[config.mk]
export PLATFORM = sky130hd
export DESIGN_NAME = rf_wr_arbiter_flat
export DESIGN_NICKNAME = d
export VERILOG_FILES = /design/src/rtl/rf_pkg.sv /design/src/rtl/rf_wr_arbiter_if.sv /design/src/rtl/rr_arb2.sv /design/src/rtl/rf_wr_arbiter.sv /design/src/flat_wrapper.sv
export SDC_FILE = /design/constraint.sdc
export NUM_CORES = 1
export LEC_CHECK = 0
export CORE_AREA = 2 2 88 90
export DETAILED_ROUTE_END_ITERATION = 16
export DIE_AREA = 0 0 90 92
export PLACE_DENSITY_LB_ADDON = 0.05
export SLEW_MARGIN = 10
export SYNTH_ARGS = -nofsm -noshare
export SYNTH_HDL_FRONTEND = slang
export SYNTH_HIERARCHICAL = 1
export SYNTH_SLANG_ARGS = --single-unit
[constraint.sdc]
create_clock -name clk -period 6.5 [get_ports clk]
set_input_delay 1.625 -clock clk [delete_from_list [all_inputs] [get_ports clk]]
set_output_delay 1.625 -clock clk [all_outputs]
set_load 0.01 [all_outputs]
[src/rtl/rf_pkg.sv]
`default_nettype none
// ============================================================================
//  Module      : rf_pkg
//  Description : Shared widths, constants and output-register record for the
//                register-file write-port arbiter.
//  Revision    : 1.0 - initial release
// ============================================================================
package rf_pkg;

  localparam int XLEN = 32;
  localparam int AW   = 5;

  localparam logic [AW-1:0] REG_ZERO = '0;

  // One pending register-file write: held until the write port takes it
  typedef struct packed {
    logic            valid;
    logic [AW-1:0]   rd;
    logic [XLEN-1:0] data;
  } out_reg_t;

endpackage : rf_pkg
`default_nettype wire

[src/rtl/rf_wr_arbiter_if.sv]
`default_nettype none
// ============================================================================
//  Module      : rf_wr_arbiter_if
//  Description : Writeback request, register-file write port and hazard query
//                bundle shared by the arbiter and its neighbours.
//  Revision    : 1.0 - initial release
// ============================================================================
interface rf_wr_arbiter_if;
  import rf_pkg::*;

  // Execute unit writeback
  logic            req0_valid;
  logic [AW-1:0]   req0_rd;
  logic [XLEN-1:0] req0_data;
  logic            req0_ready;

  // Load unit writeback
  logic            req1_valid;
  logic [AW-1:0]   req1_rd;
  logic [XLEN-1:0] req1_data;
  logic            req1_ready;

  // Register file write port
  logic            rf_busy;
  logic            rf_regwr;
  logic [AW-1:0]   rf_rw;
  logic [XLEN-1:0] rf_busw;

  // Decode hazard lookup
  logic [AW-1:0]   qa;
  logic [AW-1:0]   qb;
  logic            hit_a;
  logic            hit_b;

  logic [15:0]     wr_count;

  modport slave (
    input  req0_valid, req0_rd, req0_data,
    output req0_ready,
    input  req1_valid, req1_rd, req1_data,
    output req1_ready,
    input  rf_busy,
    output rf_regwr, rf_rw, rf_busw,
    input  qa, qb,
    output hit_a, hit_b,
    output wr_count
  );

  modport master (
    output req0_valid, req0_rd, req0_data,
    input  req0_ready,
    output req1_valid, req1_rd, req1_data,
    input  req1_ready,
    output rf_busy,
    input  rf_regwr, rf_rw, rf_busw,
    output qa, qb,
    input  hit_a, hit_b,
    input  wr_count
  );

endinterface : rf_wr_arbiter_if
`default_nettype wire

[src/rtl/rr_arb2.sv]
`default_nettype none
// ============================================================================
//  Module      : rr_arb2
//  Description : Two-way round-robin arbiter. Under contention the requester
//                not granted last wins; grants are suppressed when disabled.
//  Revision    : 1.0 - initial release
// ============================================================================
module rr_arb2 (
  input  wire logic [1:0] valid,
  input  wire logic       last_grant,
  input  wire logic       en,
  output logic      [1:0] gnt,
  output logic            win
);

  // Pick a winner from the current valids, then qualify with enable
  always_comb begin
    win = 1'b0;
    gnt = 2'b00;
    case (valid)
      2'b01:   win = 1'b0;
      2'b10:   win = 1'b1;
      2'b11:   win = ~last_grant;
      default: win = 1'b0;
    endcase
    if (en && (valid != 2'b00)) begin
      gnt = win ? 2'b10 : 2'b01;
    end
  end

endmodule : rr_arb2
`default_nettype wire

[src/rtl/rf_wr_arbiter.sv]
`default_nettype none
// ============================================================================
//  Module      : rf_wr_arbiter
//  Description : Register-file write-port arbiter. Round-robins execute and
//                load writebacks into a one-entry output register driving the
//                file's write port, counts committed writes and answers
//                pending-write hazard queries from decode.
//  Revision    : 1.0 - initial release
// ============================================================================
module rf_wr_arbiter
  import rf_pkg::*;
(
  input  wire logic        clk,
  input  wire logic        rst,
  rf_wr_arbiter_if.slave   bus
);

  out_reg_t        r_out;
  logic            r_last_grant;
  logic [15:0]     r_wr_count;

  logic            w_drain;
  logic            w_can_load;
  logic [1:0]      w_gnt;
  logic            w_win;
  logic            w_hs;
  logic [AW-1:0]   w_win_rd;
  logic [XLEN-1:0] w_win_data;

  // The entry leaves when the port is free; reset discards it unwritten
  assign w_drain    = r_out.valid & ~bus.rf_busy & ~rst;
  assign w_can_load = ~r_out.valid | ~bus.rf_busy;

  rr_arb2 u_arb (
    .valid      ({bus.req1_valid, bus.req0_valid}),
    .last_grant (r_last_grant),
    .en         (w_can_load & ~rst),
    .gnt        (w_gnt),
    .win        (w_win)
  );

  assign bus.req0_ready = w_gnt[0];
  assign bus.req1_ready = w_gnt[1];
  assign w_hs           = |w_gnt;

  assign w_win_rd   = w_win ? bus.req1_rd   : bus.req0_rd;
  assign w_win_data = w_win ? bus.req1_data : bus.req0_data;

  // Output register, grant history and commit counter
  always_ff @(posedge clk) begin
    if (rst) begin
      r_out        <= '0;
      r_last_grant <= 1'b1;
      r_wr_count   <= '0;
    end else begin
      if (w_drain) begin
        r_wr_count <= r_wr_count + 16'd1;
      end
      if (w_hs) begin
        r_last_grant <= w_win;
        if (w_win_rd != REG_ZERO) begin
          r_out.valid <= 1'b1;
          r_out.rd    <= w_win_rd;
          r_out.data  <= w_win_data;
        end else if (w_drain) begin
          r_out.valid <= 1'b0;
        end
      end else if (w_drain) begin
        r_out.valid <= 1'b0;
      end
    end
  end

  assign bus.rf_regwr = w_drain;
  assign bus.rf_rw    = r_out.rd;
  assign bus.rf_busw  = r_out.data;
  assign bus.wr_count = r_wr_count;

  // x0 is never a hazard since its writes are never loaded
  assign bus.hit_a = r_out.valid & (r_out.rd == bus.qa) & (bus.qa != REG_ZERO);
  assign bus.hit_b = r_out.valid & (r_out.rd == bus.qb) & (bus.qb != REG_ZERO);

endmodule : rf_wr_arbiter
`default_nettype wire

[src/flat_wrapper.sv]
// flat-port wrapper written by rule: the top's interface ports become plain ports
module rf_wr_arbiter_flat import rf_pkg::*;
  (clk, rst, bus_req0_valid, bus_req0_rd, bus_req0_data, bus_req0_ready, bus_req1_valid, bus_req1_rd, bus_req1_data, bus_req1_ready, bus_rf_busy, bus_rf_regwr, bus_rf_rw, bus_rf_busw, bus_qa, bus_qb, bus_hit_a, bus_hit_b, bus_wr_count);
  rf_wr_arbiter_if bus_i ();
  input  wire logic clk;
  input  wire logic rst;
  input wire logic [$bits(bus_i.req0_valid)-1:0] bus_req0_valid;
  input wire logic [$bits(bus_i.req0_rd)-1:0] bus_req0_rd;
  input wire logic [$bits(bus_i.req0_data)-1:0] bus_req0_data;
  output wire logic [$bits(bus_i.req0_ready)-1:0] bus_req0_ready;
  input wire logic [$bits(bus_i.req1_valid)-1:0] bus_req1_valid;
  input wire logic [$bits(bus_i.req1_rd)-1:0] bus_req1_rd;
  input wire logic [$bits(bus_i.req1_data)-1:0] bus_req1_data;
  output wire logic [$bits(bus_i.req1_ready)-1:0] bus_req1_ready;
  input wire logic [$bits(bus_i.rf_busy)-1:0] bus_rf_busy;
  output wire logic [$bits(bus_i.rf_regwr)-1:0] bus_rf_regwr;
  output wire logic [$bits(bus_i.rf_rw)-1:0] bus_rf_rw;
  output wire logic [$bits(bus_i.rf_busw)-1:0] bus_rf_busw;
  input wire logic [$bits(bus_i.qa)-1:0] bus_qa;
  input wire logic [$bits(bus_i.qb)-1:0] bus_qb;
  output wire logic [$bits(bus_i.hit_a)-1:0] bus_hit_a;
  output wire logic [$bits(bus_i.hit_b)-1:0] bus_hit_b;
  output wire logic [$bits(bus_i.wr_count)-1:0] bus_wr_count;
  assign bus_i.req0_valid = bus_req0_valid;
  assign bus_i.req0_rd = bus_req0_rd;
  assign bus_i.req0_data = bus_req0_data;
  assign bus_req0_ready = bus_i.req0_ready;
  assign bus_i.req1_valid = bus_req1_valid;
  assign bus_i.req1_rd = bus_req1_rd;
  assign bus_i.req1_data = bus_req1_data;
  assign bus_req1_ready = bus_i.req1_ready;
  assign bus_i.rf_busy = bus_rf_busy;
  assign bus_rf_regwr = bus_i.rf_regwr;
  assign bus_rf_rw = bus_i.rf_rw;
  assign bus_rf_busw = bus_i.rf_busw;
  assign bus_i.qa = bus_qa;
  assign bus_i.qb = bus_qb;
  assign bus_hit_a = bus_i.hit_a;
  assign bus_hit_b = bus_i.hit_b;
  assign bus_wr_count = bus_i.wr_count;
  rf_wr_arbiter u_core (.clk(clk), .rst(rst), .bus(bus_i));
endmodule
---- Word-level counts from Yosys, hierarchy flattened ----
Index checks and enable logic that the tools add are counted.
word-level totals
  register bits ........................... 55
  bits of input ports ..................... 89
  output and inout port bits .............. 58
  word-level logic and storage cells ...... 37
operators by class
  add/subtract/negate cells ............... 1
  eq/ne operators ......................... 4
  multiplexer cells ....................... 8
  bitwise operators ....................... 12
  reductions and logical operators ........ 7
operators by type and width
  kind                   number
  $mux 32                1
  $add 16x1->16 const B  1
  $reduce_bool 5->1      3
  $eq 5x5->1             2
  $and 1x1->1            7
  $mux 5                 1
  $eq 2x2->1 const B     2
  $mux 2                 2
  $not 1->1              4
  $mux 1                 3
  $pmux 1 s2             1
  $reduce_and 2->1       1
  $reduce_bool 2->1      1
  $reduce_or 2->1        1
  $logic_and 1x1->1      1
  $or 1x1->1             1

---- Longest topological paths before layout ----
Gate-level depths: netlist of the first run.
  depth after elaboration ................. 7
  mapped depth ............................ 12
  mapped depth without buffers ............ 7

---- Hierarchy ----
The synthesis of the first run kept the hierarchy.
by module, submodules not included
  module         instances  cells each  area each (µm²)  seq. area each (µm²)
  rf_wr_arbiter  1          335         3180.6           1101.1
  rr_arb2        1          5           30.0             0.0

---- Worst setup path before layout of the first run ----
No wires, ideal clock.
  path type ............................... input to output
  from .................................... input port rst
  to ...................................... output port bus_req1_ready
  data arrival time ....................... 2710 ps
  required time ........................... 4875 ps
  path slack .............................. 2165 ps
  stages .................................. 5
  buffers on the path ..................... 3
  cell sequence ........................... clkbuf_1 > clkbuf_1 > clkbuf_1 > a21oi_1 > and2_1
between the ends
  word-level cells in the longest chain between the ends .. 4
ends and longest elaborated chain
  element             line                 source
  start: declaration  flat_wrapper.sv:6    input wire logic rst;
  $not 1->1           rf_wr_arbiter.sv:37  .en (w_can_load & ~rst),
  $and 1x1->1         rf_wr_arbiter.sv:37
  $logic_and 1x1->1   rr_arb2.sv:26        if (en && (valid != 2'b00)) begin
  $mux 2              rr_arb2.sv:26
  end: declaration    flat_wrapper.sv:14   output wire logic [$bits(bus_i.req1_ready)-1:0] bus_req1_ready;
Every way passes these cells.

---- Worst setup path in the final report of the first run ----
  from .................................... input port bus_rf_busy
  to ...................................... output port bus_req0_ready
between the ends
  word-level cells in the longest chain between the ends .. 5
ends and longest elaborated chain
  element             line                 source
  start: declaration  flat_wrapper.sv:15   input wire logic [$bits(bus_i.rf_busy)-1:0] bus_rf_busy;
  $not 1->1           rf_wr_arbiter.sv:32  assign w_can_load = ~r_out.valid | ~bus.rf_busy;
  $or 1x1->1          rf_wr_arbiter.sv:32
  $and 1x1->1         rf_wr_arbiter.sv:37
  $logic_and 1x1->1   rr_arb2.sv:26
  $mux 2              rr_arb2.sv:26
  end: declaration    flat_wrapper.sv:10   output wire logic [$bits(bus_i.req0_ready)-1:0] bus_req0_ready;
Every way passes these cells.

==> impl_results.md, run 1 <==
- CP required: 4.88 ns
- Fin area: 4546 um^2
- TritonCTS Buffers: 5
- Worst Hold Launch: u_core/bus.wr_count[15]
- Final core occ: 0.6104
- 1st-pass router iterations: 6
- Cell chain of the critical path: clkdlybuf4s50_1 -> a21oi_1 -> nand2_1 -> a21oi_1 -> clkdlybuf4s50_1
- Detailed placer's ending HPWL: 5.702 mm
- Port buffer count: 146
- YS warnings: 6
- Pwr/cell area: 189.8 nW/um^2
- DP Worst Slack: 1.654 ns
- Hold path endpoint: u_core/bus.wr_count[15]
- Worst Tran Pin Value: 0.9783 ns
- Seq/Total Area, Yosys: 0.3429
- R2r startpoint: u_core/r_last_grant
- CTS tree: built
- Synth top area share: 0.3429
- Die Wd: 90 um
- Vias in the first global route: 2713
- Relative slew margins: 0.3478
- Total gr overflow: 0
- Status: completed
- Worst skew pair latency: 0.31 ns
- Post-CTS setup buffers: 0
- Critical Path AT: 3.21 ns
- Clk_skew: 0.01335 ns
- Setup CP Type: input port to primary output
- Max Root-Sink Buffers: 2
- Final period utilization: 0.7444
- Hold Path Class: flip-flop to flip-flop
- Post-synth EDFFs: 0
- Final WS setup: 1.661 ns
- Max Cap Viol: 0
- Worst-path fanout max: 6
- DIE AREA: 8280 um^2
- Initial antenna violation count: 0
- First-pass GRT wire length: 13.08 mm
- Hold bufs inserted after CTS: 0
- Reg2Reg Depth: 6
- Final WL: 7.847 mm
- Slowest-stage cell, CP: clkdlybuf4s50_1
- Library cells used by synthesis: 43
- Fin crit period: 4.839 ns
- Final setup viols: 0
- Reg-to-Reg End: u_core/bus.rf_busw[8]
- Core Area: 7447 um^2
- CP Launch Type: input port
- Routed WL per cell: 14.53 um
- Clk slew on worst S/H paths: 0.10 ns
- # resized after CTS: 0
- Post-synthesis cell area: 3211 um^2
- H-tree Lvls: 2
- Final setup TNS: 0 ns
- Routed Antenna Nets: 0
- F_max: 0.2067 GHz
- Syn Nets: 430
- Share of layout cells above drive strength 1: 0.1096
- Core Rows: 32
- Syn avg cell area: 9.443 um^2
- Critical Path Sink Type: primary output
- Yosys reg bits: 55
- Hold path cells: 1
- Initial drt markers: 96
- I/O Pins: 147
- Diode count: 0
- FFs w/ async S/R, synth: 0
- RSZ-0062 raised after global routing: no
- Mapped Cells: 340
- Layout Nets: 527
- Hold Violations, Final: 0
- Vias: 2773
- Starting Density: 0.4311
- P&R area growth vs syn: 41.58%
- Placed insts: 532
- Post-DR vias/cell: 5.135
- Largest net degree at the start of global routing: 63
- Fin cells: 540
- Register-to-register setup slack: 3.88 ns
- Placement Cell Area: 4431 um^2
- Synth top area cells: dfxtp_1 34%, mux2i_1 12%, a211oi_2 11%
- Residual DRC: 0
- Routability cong.: 0.7384
- Leakage: 1.575 nW
- Die height: 92 um
- Total GRT Usage: 0.1891
- Worst IR drop on VDD: 0.09817 mV
- Max-slew violation count: 0
- CTS Sinks: 55
- Fill cells: 659
- Slowest stage delay, CP: 0.58 ns
- Clock root cell: clkbuf_8
- Synth area leader: dfxtp_1
- Main synth FF type: dfxtp_1
## worst max path at each step
| stage | startpoint | slack [ns] | end | depth (start not counted) |
|---|---|---|---|---|
| 4_1_cts | bus_rf_busy | 1.64 | bus_req0_ready | 5 |
| 3_5_place_dp | bus_rf_busy | 1.65 | bus_req0_ready | 5 |
| 3_3_place_gp | bus_rf_busy | 1.72 | bus_req0_ready | 5 |
| 6_report | bus_rf_busy | 1.66 | bus_req0_ready | 5 |
| 5_1_grt | bus_rf_busy | 1.54 | bus_req0_ready | 5 |
| 2_1_floorplan | rst | 2.17 | bus_req1_ready | 5 |
## synth_stat cells, types with 2 or more instances
cell type and count:
dfxtp_1 55, inv_1 2, a211oi_2 29, nor4_1 3, and2_1 2, nand2b_1 5
nor2b_1 3, xor2_1 9, a211oi_1 5, mux2i_1 38, buf_4 37, nor2_1 23
clkbuf_1 17, nand4_1 3, mux2_1 2, buf_6 5, xnor2_1 8, nand3_1 7
a21oi_1 46, nand2_1 9, nor3_1 10
## cells in the final DEF, fill, tap and decap left out, types with 2 or more instances in the layout
master,instances
nor4_1,3
xnor2_1,8
nand2b_1,5
a211oi_1,5
nand4_1,3
dfxtp_1,55
nor2b_1,3
a21oi_1,46
inv_1,2
clkdlybuf4s50_1,145
xor2_1,9
nor2_1,23
nand2_1,9
mux2_1,2
a211oi_2,29
mux2i_1,38
buf_4,4
clkbuf_8,5
nor3_1,10
nand3_1,7
## sequential cells by signal, indices dropped and copies added, names as in the netlist
signal,count
u_core/bus.rf_busw,32
u_core/bus.wr_count,16
u_core/bus.rf_rw,5
u_core/r_last_grant,1
u_core/r_out,1
## per-stage QoR
step	hold slack [ns]	power, mW
finish	0.4679	0.8630
global route	0.5220	0.9072
CTS	0.4739	0.8756
detailed placement	0.4590	0.6396
global placement	0.4491	0.6360
floorplan	0.4746	0.5474
## layer usage
layer  global-route usage  up-vias  part of all wire
li1                     -     1385                 -
met1               0.2375     1281              0.44
met2               0.3177      102              0.46
met3              0.05998        5             0.085
met4              0.04359        0            0.0084
met5                    0        -                 0
## critical path: cells and delay by family
family / cells / cell delay (ns)
AND/OR/NAND/NOR: 1 / 0.08
buffers and inverters: 2 / 1.08
AO/OA/AOI/OAI: 2 / 0.44
## logic make-up after synthesis
logic type | synth area share
AOI/OAI and AO/OA | 0.2206
and+or+nand+nor | 0.1329
buffers and inverters | 0.1278
DFF | 0.3429
muxes | 0.1255
xor gates and xnor gates | 0.04638
adders and majority gates | 0.003896
## power breakdown
part | leakage, nW | internal [mW] | switching [mW]
clock network | 0.0548 | 0.116 | 0.117
logic | 1.07 | 0.140 | 0.108
registers | 0.452 | 0.363 | 0.0187
total | 1.58 | 0.619 | 0.244
## final cells by class
class | instances | area [um^2] | area share
flip-flops and latches | 55 | 1101 | 0.2422
multi-input cells | 223 | 1708 | 0.3757
well taps | 102 | 127.6 | 0.02808
inverters | 2 | 7.507 | 0.001652
clock inverters | 3 | 46.29 | 0.01018
repair buffers | 150 | 1486 | 0.3270
clock buffers | 5 | 68.82 | 0.01514
(Power assumes the default switching activity.)
==> run 2: changes to the inputs <==
--- a/config.mk
+++ b/config.mk
@@ -5,9 +5,9 @@
 export SDC_FILE = /design/constraint.sdc
 export NUM_CORES = 1
 export LEC_CHECK = 0
-export CORE_AREA = 2 2 88 90
+export CORE_AREA = 2 2 91 93
 export DETAILED_ROUTE_END_ITERATION = 16
-export DIE_AREA = 0 0 90 92
+export DIE_AREA = 0 0 93 95
 export PLACE_DENSITY_LB_ADDON = 0.05
 export SLEW_MARGIN = 10
 export SYNTH_ARGS = -nofsm -noshare
==> constraint.sdc (replaced) <==
create_clock -name clk -period 4.8 [get_ports clk]
set_input_delay 1.2 -clock clk [delete_from_list [all_inputs] [get_ports clk]]
set_output_delay 1.2 -clock clk [all_outputs]
set_load 0.01 [all_outputs]
==> run 2 against run 1 <==
  * Clock power grew 33%
  * Sequential power increased by 35%
  * Via count down 1.0%
  * Setup slack got worse by 0.89 ns
  * Final cell count up 0.74%
  * Largest power group unchanged
==> impl_results.md, run 2 (same netlist as run 1, synthesis figures left out) <==
- Status: completed
- WP buf/inv: 2
- Starting Density: 0.4050
- Critical Path AT: 2.82 ns
- Routed WL per cell: 14.80 um
- RSZ-0062 raised after global routing: no
- H-tree Lvls: 2
- TritonCTS Buffers: 5
- DR WL met3: 533 um
- Total GRT Usage: 0.1762
- Setup CP Type: input port to primary output
- CTS tree: built
- Vias: 2744
- Worst skew pair latency: 0.31 ns
- Top Metal Used: met4
- DIE AREA: 8835 um^2
- Diode count: 0
- Metal2 WL: 3.843 mm
- Routed Antenna Nets: 0
- P&R area growth vs syn: 42.56%
- Layout Nets: 528
- Max Cap Viol: 0
- Crit path max-delay family: buffers and inverters
- Pwr/cell area: 255.3 nW/um^2
- Share of layout cells above drive strength 1: 0.1116
- Most frequent cells in the layout: 145 x clkdlybuf4s50_1, 55 x dfxtp_1, 46 x a21oi_1
- Residual DRC: 0
- Initial drt markers: 69
- Worst-path fanout max: 6
- Port buffer count: 146
- Core Area: 7928 um^2
- 1st-pass router iterations: 4
- Core Rows: 33
- Final WL: 8.052 mm
- Fill cells: 738
- Final setup viols: 0
- Total gr overflow: 0
- Max reg flops: 32
- Vias in the first global route: 2591
- # resized after CTS: 0
- Hold Path Class: flip-flop to flip-flop
- Worst Tran Pin Value: 0.7908 ns
- Cell chain of the critical path: clkdlybuf4s50_1 -> a21oi_1 -> nand2_1 -> a21oi_1 -> clkdlybuf4s50_1
- Final setup TNS: 0 ns
- CTS Sinks: 55
- Hold bufs inserted after CTS: 0
- Leakage: 1.574 nW
- Fin crit period: 4.024 ns
- Post-DR vias/cell: 5.044
- First-pass GRT wire length: 12.59 mm
- I/O Pins: 147
- Final period utilization: 0.8384
- Max Root-Sink Buffers: 2
- Critical Path Sink Type: primary output
- Worst IR drop on VDD: 0.1246 mV
- Largest net degree at the start of global routing: 62
- CP Launch Type: input port
- F_max: 0.2485 GHz
- Clk_skew: 0.01323 ns
- Die Wd: 93 um
- Routability cong.: 0.8021
- Die height: 95 um
- Clock root cell: clkbuf_8
- Relative slew margins: 0.4728
- Slowest stage delay, CP: 0.58 ns
- Clk slew on worst S/H paths: 0.10 ns
- CP required: 3.60 ns
- Slowest-stage cell, CP: clkdlybuf4s50_1
- Detailed placer's ending HPWL: 5.873 mm
- Post-CTS setup buffers: 0
- Hold Violations, Final: 0
- Initial antenna violation count: 0
- Pwr Total: 1.169 mW
- Max-slew violation count: 0
- Commonest non-fill, non-tap cell in the layout: clkdlybuf4s50_1
- DRT met1 WL: 3.591 mm
run 2: changes by cell type in the layout (fill, tap and decap cells not counted):
cell / delta
buf_12: +1
o22ai_2: -1
o22ai_4: +1
run 2: area by class of cell:
cell class	count	area, um^2	share of cell area
clock buffers	5	68.82	0.01504
clock inverters	3	46.29	0.01011
inverters	2	7.507	0.001640
multi-input cells	223	1715	0.3748
flip-flops and latches	55	1101	0.2406
well taps	105	131.4	0.02870
repair buffers	151	1506	0.3291
run 2: where the power goes:
part / switching, mW / leakage (nW) / internal [mW]
sequential: 0.0259 / 0.452 / 0.491
clock: 0.153 / 0.0548 / 0.157
combinational: 0.147 / 1.07 / 0.193
run 2: layer usage:
layer  global-route usage  vias up
li1                     -     1382
met1               0.2262     1261
met2               0.3007       93
met3              0.04150        8
met4              0.04167        0
met5                    0        -
run 2: worst register-to-register path, stage by stage, from the launching register on:
cell	delay, ns
dfxtp_1	0.37
a21boi_4	0.16
buf_4	0.56
nor3b_2	0.40
o22ai_4	0.11
and2_2	0.36
buf_12	0.24
a211oi_2	0.20
run 2: worst paths after layout:
path	startpoint	endpoint	slack (ns)	cells past startpoint
setup reg to reg	u_core/r_last_grant	u_core/bus.rf_busw[18]	2.32	7
hold / removal	u_core/bus.wr_count[15]	u_core/bus.wr_count[15]	0.49	1
hold reg to reg	u_core/bus.wr_count[15]	u_core/bus.wr_count[15]	0.49	1
setup / recovery	bus_rf_busy	bus_req0_ready	0.78	5
run 2: stage by stage:
stage	util	instances	cell area, um^2	setup slack (ns)	hold WS, ns
6_report	0.5773	544	4577	0.7759	0.4892
5_1_grt	0.5773	544	4577	0.6022	0.5121
4_1_cts	0.5773	544	4577	0.7406	0.4952
3_5_place_dp	0.5628	536	4462	0.7450	0.4789
3_3_place_gp	0.5628	536	4462	0.7509	0.4490
2_1_floorplan	-	340	3211	1.315	0.4746
